[config.mk]
export PLATFORM = sky130hd
export DESIGN_NAME = spi_transaction_ctrl
export DESIGN_NICKNAME = d
export VERILOG_FILES = /design/src/rtl/spi_transaction_ctrl.sv
export SDC_FILE = /design/constraint.sdc
export NUM_CORES = 1
export LEC_CHECK = 0
export ABC_AREA = 1
export BUFFER_PORTS_ARGS = -buffer_cell sky130_fd_sc_hd__buf_4
export CAP_MARGIN = 0
export CORE_MARGIN = 1.5
export CORE_UTILIZATION = 49
export DETAILED_ROUTE_END_ITERATION = 12
export PLACE_DENSITY = 0.75
export SYNTH_ARGS = -nofsm -noshare
export SYNTH_HDL_FRONTEND = slang
export SYNTH_SLANG_ARGS = --single-unit
[constraint.sdc]
create_clock -name clk -period 1.3 [get_ports clk]
set_input_delay 0.13 -clock clk [delete_from_list [all_inputs] [get_ports clk]]
set_output_delay 0.13 -clock clk [all_outputs]
set_load 0.02 [all_outputs]
[src/rtl/spi_transaction_ctrl.sv]
// SPI slave (mode 0, MSB first) transaction sequencer: command frame -> memory read/write.
// Consumes conditioned CS/SCLK/MOSI levels and SCLK edge pulses; drives memory and MISO.
module spi_transaction_ctrl #(
    parameter int ADDR_WIDTH = 7,
    parameter int DATA_WIDTH = 8
) (
    input  logic                  clk,
    input  logic                  rst_n,
    input  logic                  cs_cond,
    input  logic                  sclk_pos,
    input  logic                  sclk_neg,
    input  logic                  mosi_cond,
    input  logic [DATA_WIDTH-1:0] mem_rdata,
    output logic [ADDR_WIDTH-1:0] mem_addr,
    output logic [DATA_WIDTH-1:0] mem_wdata,
    output logic                  mem_we,
    output logic                  miso,
    output logic                  miso_en,
    output logic                  busy
);

    localparam int CMD_BITS = ADDR_WIDTH + 1;
    localparam int RXW      = (CMD_BITS > DATA_WIDTH) ? CMD_BITS : DATA_WIDTH;
    localparam int CW       = $clog2(RXW) + 1;
    localparam logic [CW-1:0] CMD_LAST  = CW'(ADDR_WIDTH);
    localparam logic [CW-1:0] DATA_LAST = CW'(DATA_WIDTH - 1);

    // Handshake: sclk_pos/sclk_neg are single-cycle strobes that are acted on only
    // in the states that consume them; cs_cond high outside IDLE always wins.
    typedef enum logic [2:0] {
        IDLE, GET_CMD, LOAD, READ, WRITE, COMMIT, DONE
    } state_t;

    state_t state, state_next;

    logic [CW-1:0]         cnt;
    logic [RXW-1:0]        rx;
    logic [DATA_WIDTH-1:0] tx;
    logic [RXW-1:0]        rx_shifted;
    logic                  abort;

    assign rx_shifted = {rx[RXW-2:0], mosi_cond};
    assign abort      = (state != IDLE) && cs_cond;

    always_ff @(posedge clk or negedge rst_n) begin
        if (!rst_n) begin
            state <= IDLE;
        end else begin
            state <= state_next;
        end
    end

    always_comb begin
        state_next = state;
        mem_we     = 1'b0;
        miso_en    = 1'b0;
        busy       = (state != IDLE);
        if (abort) begin
            state_next = IDLE;
        end else begin
            case (state)
                IDLE:    if (!cs_cond) state_next = GET_CMD;
                // The final command bit is the R/W flag and picks the data phase.
                GET_CMD: if (sclk_pos && cnt == CMD_LAST) state_next = mosi_cond ? LOAD : WRITE;
                LOAD:    state_next = READ;
                READ:    if (sclk_pos && cnt == DATA_LAST) state_next = DONE;
                WRITE:   if (sclk_pos && cnt == DATA_LAST) state_next = COMMIT;
                COMMIT:  state_next = DONE;
                DONE:    state_next = DONE;
                default: state_next = IDLE;
            endcase
        end
        mem_we  = (state == COMMIT);
        miso_en = (state == READ);
    end

    always_ff @(posedge clk or negedge rst_n) begin
        if (!rst_n) begin
            cnt      <= '0;
            rx       <= '0;
            tx       <= '0;
            mem_addr <= '0;
            miso     <= 1'b0;
        end else if (abort || state == IDLE) begin
            cnt <= '0;
        end else begin
            case (state)
                GET_CMD: begin
                    if (sclk_pos) begin
                        rx <= rx_shifted;
                        if (cnt == CMD_LAST) begin
                            // Pre-shift rx holds exactly the address bits; the incoming bit is R/W.
                            mem_addr <= rx[ADDR_WIDTH-1:0];
                            cnt      <= '0;
                        end else begin
                            cnt <= cnt + CW'(1);
                        end
                    end
                end
                LOAD: tx <= mem_rdata;
                READ: begin
                    if (sclk_neg) begin
                        miso <= tx[DATA_WIDTH-1];
                        tx   <= {tx[DATA_WIDTH-2:0], 1'b0};
                    end
                    if (sclk_pos) cnt <= cnt + CW'(1);
                end
                WRITE: begin
                    if (sclk_pos) begin
                        rx  <= rx_shifted;
                        cnt <= cnt + CW'(1);
                    end
                end
                default: ;
            endcase
        end
    end

    assign mem_wdata = rx[DATA_WIDTH-1:0];

endmodule

Yosys cells after proc, flatten, opt, wreduce, memory -nomap -nowiden
Cells that the tools add are included.

cells by class
  eq/ne operators = 14
  bitwise operators = 1
  reductions and logical operators = 16
  muxes and demuxes = 14
  $add $sub $neg = 1

operators by type and width
  kind                                                                   count
  3-bit two-way mux                                                      6
  3-bit one-hot mux with 6 select lines                                  1
  4-bit two-way mux                                                      4
  8-bit one-hot mux with 2 select lines                                  1
  3-bit != test, second input constant                                   4
  3-bit AND reduction                                                    4
  3-bit equality test, second input constant                             3
  8-bit two-way mux                                                      1
  4-bit one-hot mux with 2 select lines                                  1
  4-bit AND reduction                                                    2
  3-bit by 2-bit equality test with 1-bit output, second input constant  2
  3-bit by 1-bit != test with 1-bit output, second input constant        2
  3-bit nonzero test                                                     2
  2-bit OR reduction                                                     3
  4-bit by 1-bit adder with 4-bit output, second input constant          1
  4-bit by 3-bit equality test with 1-bit output, second input constant  1
  3-bit by 1-bit equality test with 1-bit output, second input constant  1
  3-bit logical NOT                                                      1
  1-bit logical AND                                                      2
  2-bit != test, second input constant                                   1
  2-bit nonzero test                                                     1
  1-bit logical OR                                                       1
  1-bit NOT                                                              1

storage, ports and cells
  output and inout bits = 19
  input bits = 14
  register bits = 31
  logic and storage cells = 52

Longest topological paths before layout
Gate-level depths: netlist of the first run.

  depth after elaboration = 5
  depth in mapped cells = 8
  gate-level depth less buffers = 8

Worst setup path after synthesis of the first run
OpenSTA, ideal clock, no wires.

  path kind = reg2reg
  start point = reg cnt[0]
  end point = reg mem_addr[2]
  slack = -147 ps
  data arrival time = 1,329 ps
  path buffers = 1
  required time = 1,182 ps
  cell stages (with the launch flop) = 9
  setup time = 118 ps
  period minus slack after synthesis = 1,447 ps
  cells stage by stage = dfrtp_1 > ha_1 > nand2_2 > nor2_4 > nand3_2 > or2_4 > buf_6 > nand2_1 > o21ai_2

between the ends
  longest elaborated chain between the ends = 2

RTL lines
  element                                         RTL line  source
  from (decl)                                     36        logic [CW-1:0] cnt;
  from (signal assigned)                          96        cnt <= cnt + CW'(1);
  from (signal assigned)                          106       if (sclk_pos) cnt <= cnt + CW'(1);
  from (signal assigned)                          111       cnt <= cnt + CW'(1);
  4-bit by 3-bit equality test with 1-bit output  91        if (cnt == CMD_LAST) begin
  4-bit AND reduction (no line)                   --
  to (signal assigned)                            93        mem_addr <= rx[ADDR_WIDTH-1:0];
  to (decl)                                       14        output logic [ADDR_WIDTH-1:0] mem_addr,

Every way passes these cells.
A chain may end at the register's enable or synchronous reset.

Worst setup path after layout of the first run
  start point = reg state[0]
  end point = out busy

between the ends
  longest elaborated chain between the ends = 1

RTL lines
  element                 RTL line  source
  from (decl)             34        state_t state, state_next;
  from (signal assigned)  49        state <= state_next;
  3-bit nonzero test      57        busy = (state != IDLE);
  to (decl)               19        output logic busy

Every way passes these cells.

==> results of run 1 <==
kinds of logic after synthesis:
logic type | count (synthesis)
AND/OR/NAND/NOR | 92
AO/OA/AOI/OAI | 34
buffers and inverters | 33
flip-flops | 31
XOR/XNOR | 1
adder cells (fa/ha/maj) | 1
flip-flops by register name, indices dropped and copies added, names as in the netlist:
register / cells
state: 3
mem_wdata: 8
mem_addr: 7
tx: 8
cnt: 4
miso: 1
worst max-delay path by stage:
stage / startpoint / end / slack (ps) / depth (start not counted)
after floorplan: cnt[0] / mem_addr[2] / -140 / 8
after CTS: state[0] / busy / -100 / 4
final: state[0] / busy / -130 / 4
after detailed placement: state[2] / tx[5] / -60 / 6
after global routing: state[0] / tx[2] / -160 / 7
after global placement: cnt[0] / mem_addr[1] / -20 / 7
what timing repair did:
item	4_1_cts	5_1_grt
pin swaps	9	12
gates resized for setup	27	43
buffers inserted	7	2
endpoints found under the hold margin	31	0
gates cloned	2	0
setup endpoints to repair	33	34
hold buffers	1	0
where the power goes:
part,leakage [nW],switching [mW],internal (mW)
combinational,0.755,1.39,0.995
clock,0.0482,0.338,0.454
sequential,0.395,0.165,1.18
total,1.20,1.89,2.63
worst register-to-register path: cells and delay by family, from the launching register on:
kind / cells / cell delay (ps)
and+or+nand+nor: 5 / 700
buffers and inverters: 1 / 130
DFF: 1 / 430
AOI/OAI and AO/OA: 1 / 50
cell type report:
cell class	count	area (µm²)
clock buffers	6	51.3
fillers	214	712
flip-flops and latches	31	778
repair buffers	55	478
inverters	26	108
clock inverters	2	35.0
multi-input cells	130	911
well taps	44	55.1
layer usage:
metal | routed length, µm | global-route usage (%)
met1 | 1620 | 28.3
met2 | 2090 | 35.6
met3 | 195 | 5.25
met4 | 65 | 10.9
met5 | 0 | 0
layout by cell type (no fill, tap or decap), types with 2 or more instances in the layout:
cell type,Yosys,final
buf_4,1,42
inv_1,25,22
nor2_2,2,3
dfrtp_1,31,29
nor2_4,2,7
buf_12,0,2
a21oi_1,3,2
or2_4,1,2
dfrtp_2,0,2
nand2_2,2,14
nand2_1,47,32
inv_4,0,2
a21oi_2,7,8
nor2_1,11,5
o21ai_1,6,10
clkbuf_4,0,5
nand4_1,3,3
nand3_4,1,4
buf_6,5,10
o21ai_2,7,10
nand2_4,1,3
nand3_2,2,5
o21ai_0,9,2
nand3_1,18,13
cells in the mapped netlist, drive strengths merged:
cell	n	area, µm²
nand3b	1	20.0
nor2	15	76.3
inv	26	97.6
nand4	3	18.8
dfrtp	31	776
o21ai	22	136
o21bai	1	7.51
nand3	21	128
nand2	50	200
buf	7	68.8
nor3	1	5.00
or2	1	8.76
ha	1	12.5
xor2	1	8.76
a21oi	11	92.6
==> qor.txt, run 1 <==
status: finished with violations
failing checks: setup timing
Antenna diodes: 0
crit path max fanout: 3
share of layout cells above drive strength 1: 51.6%
Max H-tree Level: 2
WP buf/inv: 2
final setup vio count: 32
Die ar.: 3740 µm²
worst-skew pair later-pin latency: 340 ps
initial drt markers: 106
Final Non-Filler Cells: 294
FF-to-FF path depth: 7
nature of the critical path startpoint: flip-flop
cell count after synthesis: 192
CP Capture Type: output pin
CTS Buffer Depth: 2
Placer Congestion: 0.871
Routed Antenna Nets: 0
worst hold endpoint: mem_wdata[0]
Design Power: 4.52 mW
largest net degree at the start of global routing: 32
simple-gate share of the synthesized area: 27.6%
flops & latches, synth: 31
pre-CTS setup slack: -60.4 ps
FF-to-FF End: mem_wdata[3]
Mean Syn Cell Area: 8.63 µm²
post-synthesis mux area share: 0%
Final Instance Area: 2420 µm²
first-pass GRT wire length: 6.09 mm
reg2reg start: state[0]
CP most frequent cell: buf_6
fraction of the mapped netlist area in compound gates: 14.3%
vias in the first global route: 1406
YS warnings: 0
Clock Root Buffer: clkbuf_4
synthesized cell area: 1660 µm²
Final Hold Violating Endpoints: 0
worst-margin pin slew: 402 ps
CP Class: reg2out
Max-slew headroom: 73.2%
Layout Skew: 10.6 ps
DR pass1 iterations: 4
Worst EP required: 1170 ps
peak supply drop: 1.08 mV
PortBufs: 32
worst hold stages: 3
Pleak: 1.20 nW
wire per inst: 13.5 µm
hold path start: mosi_cond
Placed Cells: 275
initial antenna violation count: 0
area delta synth->final: 45.8%
Worst path slowest cell: dfrtp_2
pwr/cell area: 1870 nW/µm²
row cnt: 20
Final nets: 264
critical path's top delay family: flip-flops
routed vias: 1515
GRT Resource Usage Total: 22.2%
GRT overflow: 0
DR vias/cell: 5.15
Die H: 61.1 µm
max-cap viol count: 0
num ports: 33
largest family of logic cells by synthesized area: simple AND/OR/NAND/NOR gates
worst path cell trace: buf_6 -> nor2_4 -> nand2_2 -> buf_6
R2R Setup Slk: -110 ps
Post-DP HPWL: 2.41 mm
clk sinks: 31
clock-pin slew on the worst setup and hold paths: 100 ps
Area after DPL: 1990 µm²
Slew Limit Fails: 0
min-delay worst type: in2reg
final setup margin: -128 ps
RSZ-0062 raised after global routing: yes
Sum Neg Setup Slack: -2070 ps
XOR/XNOR Fraction of Synth Area: 0.529%
Tmin final: 1430 ps
fmax: 700 MHz
Synth Net Count: 207
Core ar.: 3130 µm²
Tcrit/Tclk final: 110%
Crit path arrival time: 1300 ps
sequential fraction of the synthesis area: 46.8%
DRC: 0
WHS: 92.8 ps
final wirelength: 3.97 mm
number of buffers created by CTS: 5
Initial Util: 53.0%
Die Wd: 61.1 µm
Worst path max stage delay: 430 ps
Synth Area in Adders: 0.755%
CTS tree: built
Synth cell types: 28
final core occ: 77.2%
No activity file was read; power rests on OpenSTA's default activity.
==> inputs of run 2 (changes only) <==
- CORE_UTILIZATION: 49 -> 40
- CTS_BUF_LIST: unset -> sky130_fd_sc_hd__clkbuf_4 sky130_fd_sc_hd__clkbuf_8 sky130_fd_sc_hd__clkbuf_16
- PLACE_DENSITY: 0.75 -> 0.63
==> run 2 against run 1 <==
The run still ends with setup timing left. Clock skew is 3.7 ps lower. Critical path depth up 3. Combinational power increased by 3%. Power is 1.2% higher. Setup slack gained 61 ps.
==> qor.txt, run 2 (synthesis results as in run 1) <==
row cnt: 23 (+15%)
Max H-tree Level: 2 (unchanged)
WP buf/inv: 3 (+1)
share of power burned in registers: 29.7% (about the same)
min-delay worst type: in2reg
number of buffers created by CTS: 5 (unchanged)
DR pass1 iterations: 4 (unchanged)
wire per inst: 12.9 µm (-4.6%)
vias in the first global route: 1343 (-4.5%)
Placer Congestion: 0.807 (-7.3%)
R2R Setup Slk: -70 ps (+40 ps)
switching share of power: 41.3% (-0.59 points)
Worst EP required: 1470 ps (+300 ps)
final core occ: 61.2% (-16 points)
crit path from: state[0]
clock-pin slew on the worst setup and hold paths: 60 ps (-40 ps)
Slew Limit Fails: 0 (unchanged)
first-pass GRT wire length: 6.19 mm (+1.7%)
Design Power: 4.58 mW (+1.2%)
Die H: 67.4 µm (+10%)
worst-skew pair later-pin latency: 280 ps (-60 ps)
PortBufs: 32 (unchanged)
RSZ-0062 raised after global routing: yes
GRT Resource Usage Total: 18.3% (-3.9 points)
final wirelength: 3.95 mm (-0.70%)
commonest non-fill, non-tap cell in the layout: buf_4
routed vias: 1463 (-3.4%)
clk sinks: 31 (unchanged)
Worst path slowest cell: dfrtp_2
max-cap viol count: 0 (unchanged)
initial drt markers: 62 (-42%)
num ports: 33 (unchanged)
peak supply drop: 0.832 mV (-23%)
Antenna diodes: 0 (unchanged)
Crit path arrival time: 1530 ps (+230 ps)
share of layout cells above drive strength 1: 51.2% (-0.43 points)
nature of the critical path startpoint: flip-flop
Die Wd: 67.4 µm (+10%)
Layout Skew: 6.92 ps (-3.69 ps)
DR vias/cell: 4.78 (-7.2%)
failing checks: setup timing
initial antenna violation count: 0 (unchanged)
status: finished with violations
Max-slew headroom: 73.3% (+0.11 points)
crit path max fanout: 5 (+2)
pwr/cell area: 1870 nW/µm² (-0.13%)
Clock Root Buffer: clkbuf_8
CTS Buffer Depth: 2 (unchanged)
GRT overflow: 0 (unchanged)
Routed Antenna Nets: 0 (unchanged)
largest net degree at the start of global routing: 32 (unchanged)
reg2reg start: state[0]
Final nets: 271 (+2.7%)
critical path's top delay family: flip-flops
fill count: 345 (+61%)
Core ar.: 4000 µm² (+28%)
Post-DP HPWL: 2.41 mm (-0.21%)
Worst path max stage delay: 470 ps (+40 ps)
Switch Pwr: 1.89 mW (-0.22%)
Tcrit/Tclk final: 105% (-4.7 points)
Pleak: 1.24 nW (+3.0%)
Clk pwr share: 16.3% (-1.2 points)
Initial Util: 41.4% (-12 points)
worst path cell trace: buf_6 -> nand3b_4 -> buf_6 -> nand4_1 -> buf_4 -> nand4_1 -> nand2_1
WHS: 126 ps (+32.8 ps)
worst-margin pin slew: 401 ps (-1.70 ps)
final setup margin: -66.5 ps (+61.1 ps)
area delta synth->final: 47.8%
Placed Cells: 281 (+2.2%)
Int Pwr: 2.69 mW (+2.2%)
DRC: 0 (unchanged)
Final Non-Filler Cells: 306 (+4.1%)
fmax: 732 MHz (+4.5%)
hold path start: mem_rdata[0]
CTS tree: built
Comb pwr share: 54.0% (+1.3 points)
pre-CTS setup slack: -62.5 ps (-2.12 ps)
CP Class: reg2reg
Tmin final: 1370 ps (-61.1 ps)
CP Capture Type: flip-flop
most frequent cells in the layout: 46 x buf_4, 34 x nand2_1, 29 x dfrtp_1
final setup vio count: 25 (-22%)
Die ar.: 4540 µm² (+21%)
Final Hold Violating Endpoints: 0 (unchanged)
[run 2: final cells by class]
cell class	instances	area [µm²]	area share, %
clock buffer	6	82.6	3.37
clock inverter	1	5.00	0.204
inverter	26	108	4.39
multi-input combinational	130	885	36.1
sequential	31	778	31.8
tap	50	62.6	2.55
timing repair buffer	62	528	21.6
[run 2: power by group through the flow]
stage | registers [mW] | clock network, mW | logic, mW
4_1_cts | 1.35 | 0.777 | 2.02
2_1_floorplan | 1.39 | 0 | 1.09
3_3_place_gp | 1.35 | 0 | 1.64
3_5_place_dp | 1.35 | 0 | 1.65
6_report | 1.36 | 0.745 | 2.47
5_1_grt | 1.38 | 0.821 | 2.68
[run 2: routing by layer]
metal / track usage [%] / part of all wire (%) / vias to the layer above
met5: 0 / 0 / -
met2: 28.5 / 50 / 29
met3: 5.00 / 3.0 / 4
met1: 25.2 / 46 / 687
li1: - / - / 743
met4: 4.59 / 1.4 / 0
[run 2: worst register-to-register path, cell delays in order (launching register included)]
cell      delay, ps
dfrtp_2         470
buf_6           140
nand3b_4        120
buf_6           120
nand4_1         120
buf_4           170
nand4_1          60
nand2_1          50
[run 2: final timing paths]
path / cells after the start / endpoint
worst max-delay path: 7 / state[0]
worst min-delay path: 3 / tx[0]
worst max register to register: 7 / state[0]
worst min register to register: 2 / mem_addr[3]
max in group asynchronous: 2 / state[1]
min in group asynchronous: 2 / mem_wdata[7]
[run 2: metrics by stage]
step / TNS (ps) / area (µm²)
5_1_grt: -2770 / 2450
4_1_cts: -383 / 2270
6_report: -816 / 2450
2_1_floorplan: -996 / 1660
3_3_place_gp: -703 / 2000
3_5_place_dp: -995 / 2000
[run 2: what timing repair did]
item                                    in CTS  in global routing
gates resized for setup                     27                 40
hold buffers                                 1                  0
gates cloned                                 2                  0
setup buffers                                9                  6
endpoints found under the hold margin       31                  0
pin swaps                                    6                 24
endpoints found under the setup margin      32                 34
